**src/rtl/alu_pkg.sv**
```systemverilog
// Shared encodings for the bit-serial ALU: operation codes, FSM states, ctrl layout.
package alu_pkg;

  localparam logic [1:0] OP_AND = 2'b00;
  localparam logic [1:0] OP_OR  = 2'b01;
  localparam logic [1:0] OP_ADD = 2'b10;
  localparam logic [1:0] OP_SLT = 2'b11;

  localparam logic [1:0] IDLE = 2'b00;
  localparam logic [1:0] RUN  = 2'b01;
  localparam logic [1:0] FIX  = 2'b10;

  localparam int unsigned CTRL_A_INV = 3;
  localparam int unsigned CTRL_B_INV = 2;
  localparam int unsigned CTRL_OP_HI = 1;
  localparam int unsigned CTRL_OP_LO = 0;

  typedef struct packed {
    logic       a_invert;
    logic       b_invert;
    logic [1:0] operation;
  } ctrl_t;

  // AND/OR need no carry chain
  function automatic logic is_logic_op(input logic [1:0] op);
    return !op[1];
  endfunction

endpackage

```
**src/rtl/serial_alu_slice.sv**
```systemverilog
// Combinational 1-bit ALU slice: optional operand inversion, AND/OR/full-add.
// The SLT bit is produced at the top level, so the slice yields 0 for OP_SLT.
module serial_alu_slice
  import alu_pkg::*;
(
  input  logic       a,
  input  logic       b,
  input  logic       a_invert,
  input  logic       b_invert,
  input  logic       carry_in,
  input  logic [1:0] operation,
  output logic       result,
  output logic       sum,
  output logic       carry_out
);

  logic a_eff;
  logic b_eff;

  // Inverted operands, full adder and operation select
  always_comb begin
    a_eff     = a ^ a_invert;
    b_eff     = b ^ b_invert;
    sum       = a_eff ^ b_eff ^ carry_in;
    carry_out = (a_eff & b_eff) | (carry_in & (a_eff ^ b_eff));
    case (operation)
      OP_AND:  result = a_eff & b_eff;
      OP_OR:   result = a_eff | b_eff;
      OP_ADD:  result = sum;
      default: result = 1'b0;
    endcase
  end

endmodule

```
**src/rtl/serial_alu.sv**
```systemverilog
// Bit-serial ALU: one bit per clock, LSB first, carry and MSB flags held between clocks.
// Optional macro SERIAL_ALU_FAST_LOGIC_EN: AND/OR complete bit-parallel, skipping RUN.
module serial_alu
  import alu_pkg::*;
#(
  parameter int unsigned WIDTH = 32
) (
  input  logic             clk,
  input  logic             rst,
  input  logic             start,
  input  logic [WIDTH-1:0] src_a,
  input  logic [WIDTH-1:0] src_b,
  input  logic [3:0]       alu_ctrl,
  output logic             busy,
  output logic             done,
  output logic [WIDTH-1:0] result,
  output logic             zero,
  output logic             overflow
);

  localparam int unsigned CW = (WIDTH > 1) ? $clog2(WIDTH) : 1;
  localparam logic [CW-1:0] LAST = CW'(WIDTH - 1);

  logic [1:0]       state, state_n;
  logic [CW-1:0]    count, count_n;
  logic             carry, carry_n;
  logic [WIDTH-1:0] a_sh, a_n;
  logic [WIDTH-1:0] b_sh, b_n;
  ctrl_t            ctrl, ctrl_n;
  logic             msb_ovf, msb_ovf_n;
  logic             msb_set, msb_set_n;
  logic             busy_n, done_n, zero_n, overflow_n;
  logic [WIDTH-1:0] result_n;
  logic [WIDTH-1:0] fix_res;

  logic s_res, s_sum, s_cout;

  serial_alu_slice u_slice (
    .a         (a_sh[0]),
    .b         (b_sh[0]),
    .a_invert  (ctrl.a_invert),
    .b_invert  (ctrl.b_invert),
    .carry_in  (carry),
    .operation (ctrl.operation),
    .result    (s_res),
    .sum       (s_sum),
    .carry_out (s_cout)
  );

  // Next-state and datapath update
  always_comb begin
    state_n    = state;
    count_n    = count;
    carry_n    = carry;
    a_n        = a_sh;
    b_n        = b_sh;
    ctrl_n     = ctrl;
    msb_ovf_n  = msb_ovf;
    msb_set_n  = msb_set;
    busy_n     = busy;
    done_n     = 1'b0;
    zero_n     = zero;
    overflow_n = overflow;
    result_n   = result;
    fix_res    = result;
    case (state)
      IDLE: begin
        if (start) begin
          a_n     = src_a;
          b_n     = src_b;
          ctrl_n  = '{a_invert:  alu_ctrl[CTRL_A_INV],
                      b_invert:  alu_ctrl[CTRL_B_INV],
                      operation: alu_ctrl[CTRL_OP_HI:CTRL_OP_LO]};
          // b_invert doubles as the +1 of two's-complement subtraction
          carry_n = alu_ctrl[CTRL_B_INV];
          count_n = '0;
          busy_n  = 1'b1;
          state_n = RUN;
`ifdef SERIAL_ALU_FAST_LOGIC_EN
          if (is_logic_op(alu_ctrl[CTRL_OP_HI:CTRL_OP_LO])) state_n = FIX;
`endif
        end
      end
      RUN: begin
        a_n      = a_sh >> 1;
        b_n      = b_sh >> 1;
        result_n = {s_res, result[WIDTH-1:1]};
        carry_n  = s_cout;
        count_n  = count + CW'(1);
        if (count == LAST) begin
          msb_ovf_n = carry ^ s_cout;
          msb_set_n = s_sum ^ (carry ^ s_cout);
          state_n   = FIX;
        end
      end
      FIX: begin
        overflow_n = msb_ovf;
        if (ctrl.operation == OP_SLT) begin
          fix_res    = {{(WIDTH-1){1'b0}}, msb_set};
          overflow_n = 1'b0;
        end
`ifdef SERIAL_ALU_FAST_LOGIC_EN
        if (is_logic_op(ctrl.operation)) begin
          if (ctrl.operation == OP_AND)
            fix_res = (a_sh ^ {WIDTH{ctrl.a_invert}}) & (b_sh ^ {WIDTH{ctrl.b_invert}});
          else
            fix_res = (a_sh ^ {WIDTH{ctrl.a_invert}}) | (b_sh ^ {WIDTH{ctrl.b_invert}});
          overflow_n = 1'b0;
        end
`endif
        result_n = fix_res;
        zero_n   = (fix_res == '0);
        done_n   = 1'b1;
        busy_n   = 1'b0;
        state_n  = IDLE;
      end
      default: begin
        state_n = IDLE;
        busy_n  = 1'b0;
      end
    endcase
  end

  // FSM state register
  always_ff @(posedge clk or posedge rst) begin
    if (rst) state <= IDLE;
    else     state <= state_n;
  end

  // Datapath and output registers
  always_ff @(posedge clk or posedge rst) begin
    if (rst) begin
      count    <= '0;
      carry    <= 1'b0;
      a_sh     <= '0;
      b_sh     <= '0;
      ctrl     <= '0;
      msb_ovf  <= 1'b0;
      msb_set  <= 1'b0;
      busy     <= 1'b0;
      done     <= 1'b0;
      zero     <= 1'b0;
      overflow <= 1'b0;
      result   <= '0;
    end else begin
      count    <= count_n;
      carry    <= carry_n;
      a_sh     <= a_n;
      b_sh     <= b_n;
      ctrl     <= ctrl_n;
      msb_ovf  <= msb_ovf_n;
      msb_set  <= msb_set_n;
      busy     <= busy_n;
      done     <= done_n;
      zero     <= zero_n;
      overflow <= overflow_n;
      result   <= result_n;
    end
  end

endmodule

```
**config.mk**
```make
export PLATFORM = sky130hd
export DESIGN_NAME = serial_alu
export DESIGN_NICKNAME = d
export VERILOG_FILES = /design/src/rtl/alu_pkg.sv /design/src/rtl/serial_alu_slice.sv /design/src/rtl/serial_alu.sv
export SDC_FILE = /design/constraint.sdc
export NUM_CORES = 1
export LEC_CHECK = 0
export ABC_CLOCK_PERIOD_IN_PS = 4300
export BUFFER_PORTS_ARGS = -buffer_cell sky130_fd_sc_hd__buf_2
export CORE_MARGIN = 2
export CORE_UTILIZATION = 47
export DETAILED_ROUTE_END_ITERATION = 10
export GPL_ROUTABILITY_DRIVEN = 1
export HOLD_SLACK_MARGIN = 0.05
export PLACE_DENSITY = 0.7
export SYNTH_ARGS = -nofsm -noshare
export SYNTH_HDL_FRONTEND = slang
export SYNTH_SLANG_ARGS = --single-unit
```
**constraint.sdc**
```tcl
create_clock -name clk -period 4.3 [get_ports clk]
set_clock_uncertainty 0.15 [all_clocks]
set_input_delay 0.43 -clock clk [delete_from_list [all_inputs] [get_ports clk]]
set_output_delay 0.43 -clock clk [all_outputs]
set_load 0.005 [all_outputs]
```
== After elaboration in Yosys (flattened, before gate mapping) ==
Cells that the tools add are included.
Storage, ports and cells
  bits in registers: 114
  input port bits: 71
  output and inout port bits: 36
  logic and storage cells: 64
Cells by class
  $add $sub $neg: 1
  equality and inequality tests: 8
  muxes and demuxes: 19
  bitwise logic cells: 11
  reduce and logical (&&, ||, !) cells: 10
Operator list (count)
  $pmux 32 s2: 3
  $mux 32: 4
  $logic_not 32->1: 1
  $pmux 5 s2: 1
  $reduce_and 2->1: 5
  $eq 2x2->1 const B: 3
  $xor 1x1->1: 6
  $add 5x1->5 const B: 1
  $eq 5x5->1 const B: 1
  $mux 5: 1
  $eq 2x1->1 const B: 2
  $logic_not 2->1: 2
  $mux 1: 4
  $mux 2: 2
  $ne 2x2->1 const B: 2
  $pmux 1 s2: 2
  $pmux 2 s2: 1
  $reduce_bool 2->1: 2
  $pmux 1 s3: 1
  $and 1x1->1: 2
  $or 1x1->1: 2
  $not 1->1: 1

== Longest topological paths before layout ==
  word-level depth: 6
  gate-level depth with buffers: 9
  depth with buffers taken out: 7

== By module ==
From an unflattened synthesis, not the netlist that was laid out.
Second synthesis, totals
  cell total of the unflattened synthesis: 456
  area total of the unflattened synthesis: 5129.9 µm²
Modules (own cells, without submodules)
  serial_alu: times used 1, cells each 442, area an instance 5021.1 µm², sequential area each 2852.7 µm²
  serial_alu_slice: times used 1, cells each 14, area an instance 108.9 µm², sequential area each 0.0 µm²

== Least setup slack after synthesis ==
Ideal clock, no wire load.
  path kind: register -> register
  start point: reg a_sh[0]
  end point: reg result[31]
  library setup time: 0.121 ns
  arrival: 1.580 ns
  data required time: 4.029 ns
  path slack: 2.449 ns
  cell stages (with the launch flop): 7
  buffers on the path: 0
  clock period less this slack: 1.851 ns
  cells stage by stage: dfrtp_1 xnor2_1 inv_1 fa_1 mux2i_1 o21ai_0 a22o_1
On the way
  word-level cells in the longest chain between the ends: 5
  elaborated cells between the ends (all ways): 7
  classes of those cells: mux (2); bitwise (5)
Ends and longest elaborated chain
  from (decl): line serial_alu.sv:27  | logic [WIDTH-1:0] a_sh, a_n;
  from (signal assigned): line serial_alu.sv:148  | a_sh <= a_n;
  $xor 1x1->1 *: line serial_alu_slice.sv:22  | a_eff = a ^ a_invert;
  $xor 1x1->1 (2 in a row): line serial_alu_slice.sv:24  | sum = a_eff ^ b_eff ^ carry_in;
  $pmux 1 s3 *: line serial_alu_slice.sv:26  | case (operation)
  $pmux 32 s2 *: line serial_alu.sv:66  | case (state)
  to (signal assigned): line serial_alu.sv:157  | result <= result_n;
  to (decl): line serial_alu.sv:16  | output logic [WIDTH-1:0] result,
Every way passes the cells marked *; elsewhere a longest branch is shown, timed or not.
A chain may end at the register's enable or synchronous reset.

== Final worst setup path ==
  start point: reg state[0]
  end point: reg b_sh[22]
On the way
  word-level cells in the longest chain between the ends: 3
  elaborated cells between the ends (all ways): 6
  classes of those cells: eq/ne (2); mux (1); reduce/logical (3)
Ends and longest elaborated chain
  from (decl): line serial_alu.sv:24  | logic [1:0] state, state_n;
  from (signal assigned): line serial_alu.sv:127  | else state <= state_n;
  $eq 2x1->1 / $logic_not 2->1 (equally long branches): line serial_alu.sv:66
  $reduce_bool 2->1 (no source line) / $ne 2x2->1 (equally long branches)
  $reduce_and 2->1 (no source line)
  to (signal assigned): line serial_alu.sv:149  | b_sh <= b_n;
  to (decl): line serial_alu.sv:28  | logic [WIDTH-1:0] b_sh, b_n;
Parallel ways exist; a longest one is shown, timed or not.

==> run metrics <==
status finished clean; Max VDD drop 0.3623 mV; Clk pwr share 0.278; worst skew pair latency 0.51 ns; gr usage total 0.2002; most common cell in the netlist dfrtp_1; P_leak 3.338 nW; most common library cells after synthesis dfrtp_1 (114), nand2_1 (71), mux2i_1 (68); EDFF count, synth 0; via count 3996; startpoint types register; Starting Density 0.4796; NetSw 1.698 mW; clk slew on worst S/H paths 0.05 ns; Largest stage delay, worst path 0.99 ns; vias in the first global route 3984; vias per cell 5.244; r2r setup slk 1.49 ns; ys async rst share 1.000; final hold violation count 0; RSZ-0062 raised after global routing no; CP required 4.54 ns; critical path type reg2reg; largest net degree at the start of global routing 68; first-pass GRT wire length 18400 um; Mapped Area 5154 um^2; sw frac 0.3503; TritonCTS Buffers 17; drt total wl 11070 um; IO Pins 107; Critical Path, Cell by Cell inv_1 > ha_1 > mux2i_4 > buf_4 > o21ai_1; routed length per instance 14.53 um; Flop pwr share 0.371; Bufs on Longest Clock Path 2; CTS tree done; sequential element share of the synthesized area 0.5535; Slowest cell on crit path mux2i_4; drt initial violations 257; Critical Path End Type register; crit path launch state[0]; setup TNS 0 ns; xor-xnor portion of the synthesized cell area 0.006798; cell count after placement 684; Relative slew margins 0.2033; DIE HEIGHT 108.7 um; reg2reg start state[0]; Final ANT Viol Nets 0; delay-heaviest family, CP multiplexers; CP Max Fanout 44; htree depth 4; WP data arrival 3.05 ns; TritonRoute pass-1 iters 5; layout cells sized above 1 0.2412; final setup vio count 0; post-CTS resize count 0; R2R Path End b_sh[22]; Core Rows 38; clock sink total 114; Setup crit end b_sh[22]; Int Power 3.149 mW; area leader, netlist dfrtp_1; reg2reg path depth 5; worst-margin pin slew 1.190 ns; CTS root buf clkbuf_8; post-route DRC violation count 0; Synth Register Bits 114; Max-cap violations 0; global route total overflow 0; HPWL Detailed 6875 um; Layout Cells excl Fill 762; DIE WIDTH 108.7 um; I/O Buffers 106; post-synthesis area per instance 11.11 um^2; post-synthesis compound-gate area fraction 0.1474; Nets 690; synthesized instance count 464; number of diodes 0; Fmax achieved 0.3561 GHz; Synth area leaders dfrtp_1 (55%), mux2i_1 (13%), a22o_1 (5.8%); ys flop type dfrtp_1; adder and majority gate portion of the synthesized area 0.02476; Final Cycle Share 0.6531; Pins Over Slew Limit 0; Min-Delay Path Class in2reg; Power Density 712.2 nW/um^2; post-layout minimum cycle time 2.808 ns; multiplexer share of the synthesized area 0.1408; synth unique cells 33; simple-gate share of the synthesized area 0.08279; GPL Wtd Cong 0.7339; share of the synthesized area in the top cell type 0.5535; synthesis-to-layout area growth 32.05%; Core Region 10750 um^2; combinational cell fraction of total power 0.350; yosys warns 0; die area 11820 um^2; Syn Nets 544; CP bufs+invs 2; combinational family with the most area after synthesis compound AO/OA/AOI/OAI gates; initial antenna violation count 0; CP Depth 5
cell type report:
type	instances	area, um^2
Fill cell	900	3940
Sequential cell	114	2853
Multi-Input combinational cell	307	2102
Timing Repair Buffer	158	1051
Clock buffer	21	469.2
Tap cell	140	175.2
Clock inverter	10	107.6
Inverter	12	47.55
what timing repair did:
item | 4_1_cts | 5_1_grt
buffers inserted | 0 | 0
hold buffers | 47 | 0
hold endpoints to repair | 111 | 0
flip-flops by register name, summed over array words and instances (netlist names):
signal    flops
a_sh         32
b_sh         32
busy          1
carry         1
count         5
ctrl          4
done          1
msb_ovf       1
msb_set       1
overflow      1
result       32
state         2
zero          1
how the worst min path moves through the flow:
stage / from / cells after the start / endpoint
floorplan: a_sh[10] / 2 / a_sh[10]
global placement: a_sh[30] / 2 / a_sh[30]
detailed placement: a_sh[16] / 2 / a_sh[16]
CTS: src_a[22] / 3 / a_sh[22]
global route: src_b[13] / 3 / b_sh[13]
finish: src_b[13] / 3 / b_sh[13]
tightest hold or removal path, delay by kind of cell:
kind | cells | cell delay, ns
compound gates | 1 | 0.12
buf+inv | 1 | 0.08
mux | 1 | 0.06
per-layer routing:
metal / GRT usage / part of all wire
met1: 0.2510 / 0.45
met2: 0.3290 / 0.49
met3: 0.06276 / 0.051
met4: 0.06868 / 0.011
met5: 0 / 0
cells by family after synthesis:
logic type / count (synthesis)
compound gates: 122
flops: 114
simple gates: 100
mux: 72
buf+inv: 43
fa+ha+maj: 9
xor+xnor: 4
cells in the final DEF, fill, tap and decap left out, types with 2 or more instances in the layout:
cell and count:
nand2_1 71, ha_1 6, a21oi_1 6, clkbuf_8 5, nand3_1 3, nor3_1 3, nor2_1 7, o21ai_1 30
dfrtp_1 114, clkbuf_16 16, xnor2_1 3, clkinvlp_4 3, inv_1 11, mux2_2 4, o21ai_0 43, clkinv_2 5
a32oi_1 2, a31oi_1 4, buf_4 4, buf_2 106, nor2b_1 2, fa_1 2, o21a_1 2, mux2i_1 67
a22o_1 34, nor4_1 8, bufinv_16 2, dlygate4sd3_1 47
power by group through the flow:
stage | Sequential [mW] | Combinational, mW | Clock (mW)
detailed placement | 1.81 | 1.68 | 0
global placement | 1.79 | 1.62 | 0
CTS | 1.80 | 1.72 | 1.38
global route | 1.86 | 1.93 | 1.42
floorplan | 1.74 | 1.36 | 0
finish | 1.80 | 1.70 | 1.35
through the flow:
stage	cell area (um^2)	total power [mW]	worst slack [ns]	util	hold slack (ns)
2_1_floorplan	5154	3.101	0.7043	-	0.2996
3_3_place_gp	5758	3.409	1.573	0.5359	0.3113
3_5_place_dp	5758	3.486	1.500	0.5359	0.3196
4_1_cts	6805	4.894	1.468	0.6333	0.05017
5_1_grt	6805	5.211	1.157	0.6333	0.05380
6_report	6805	4.846	1.492	0.6333	0.06196
(Power assumes the default switching activity.)
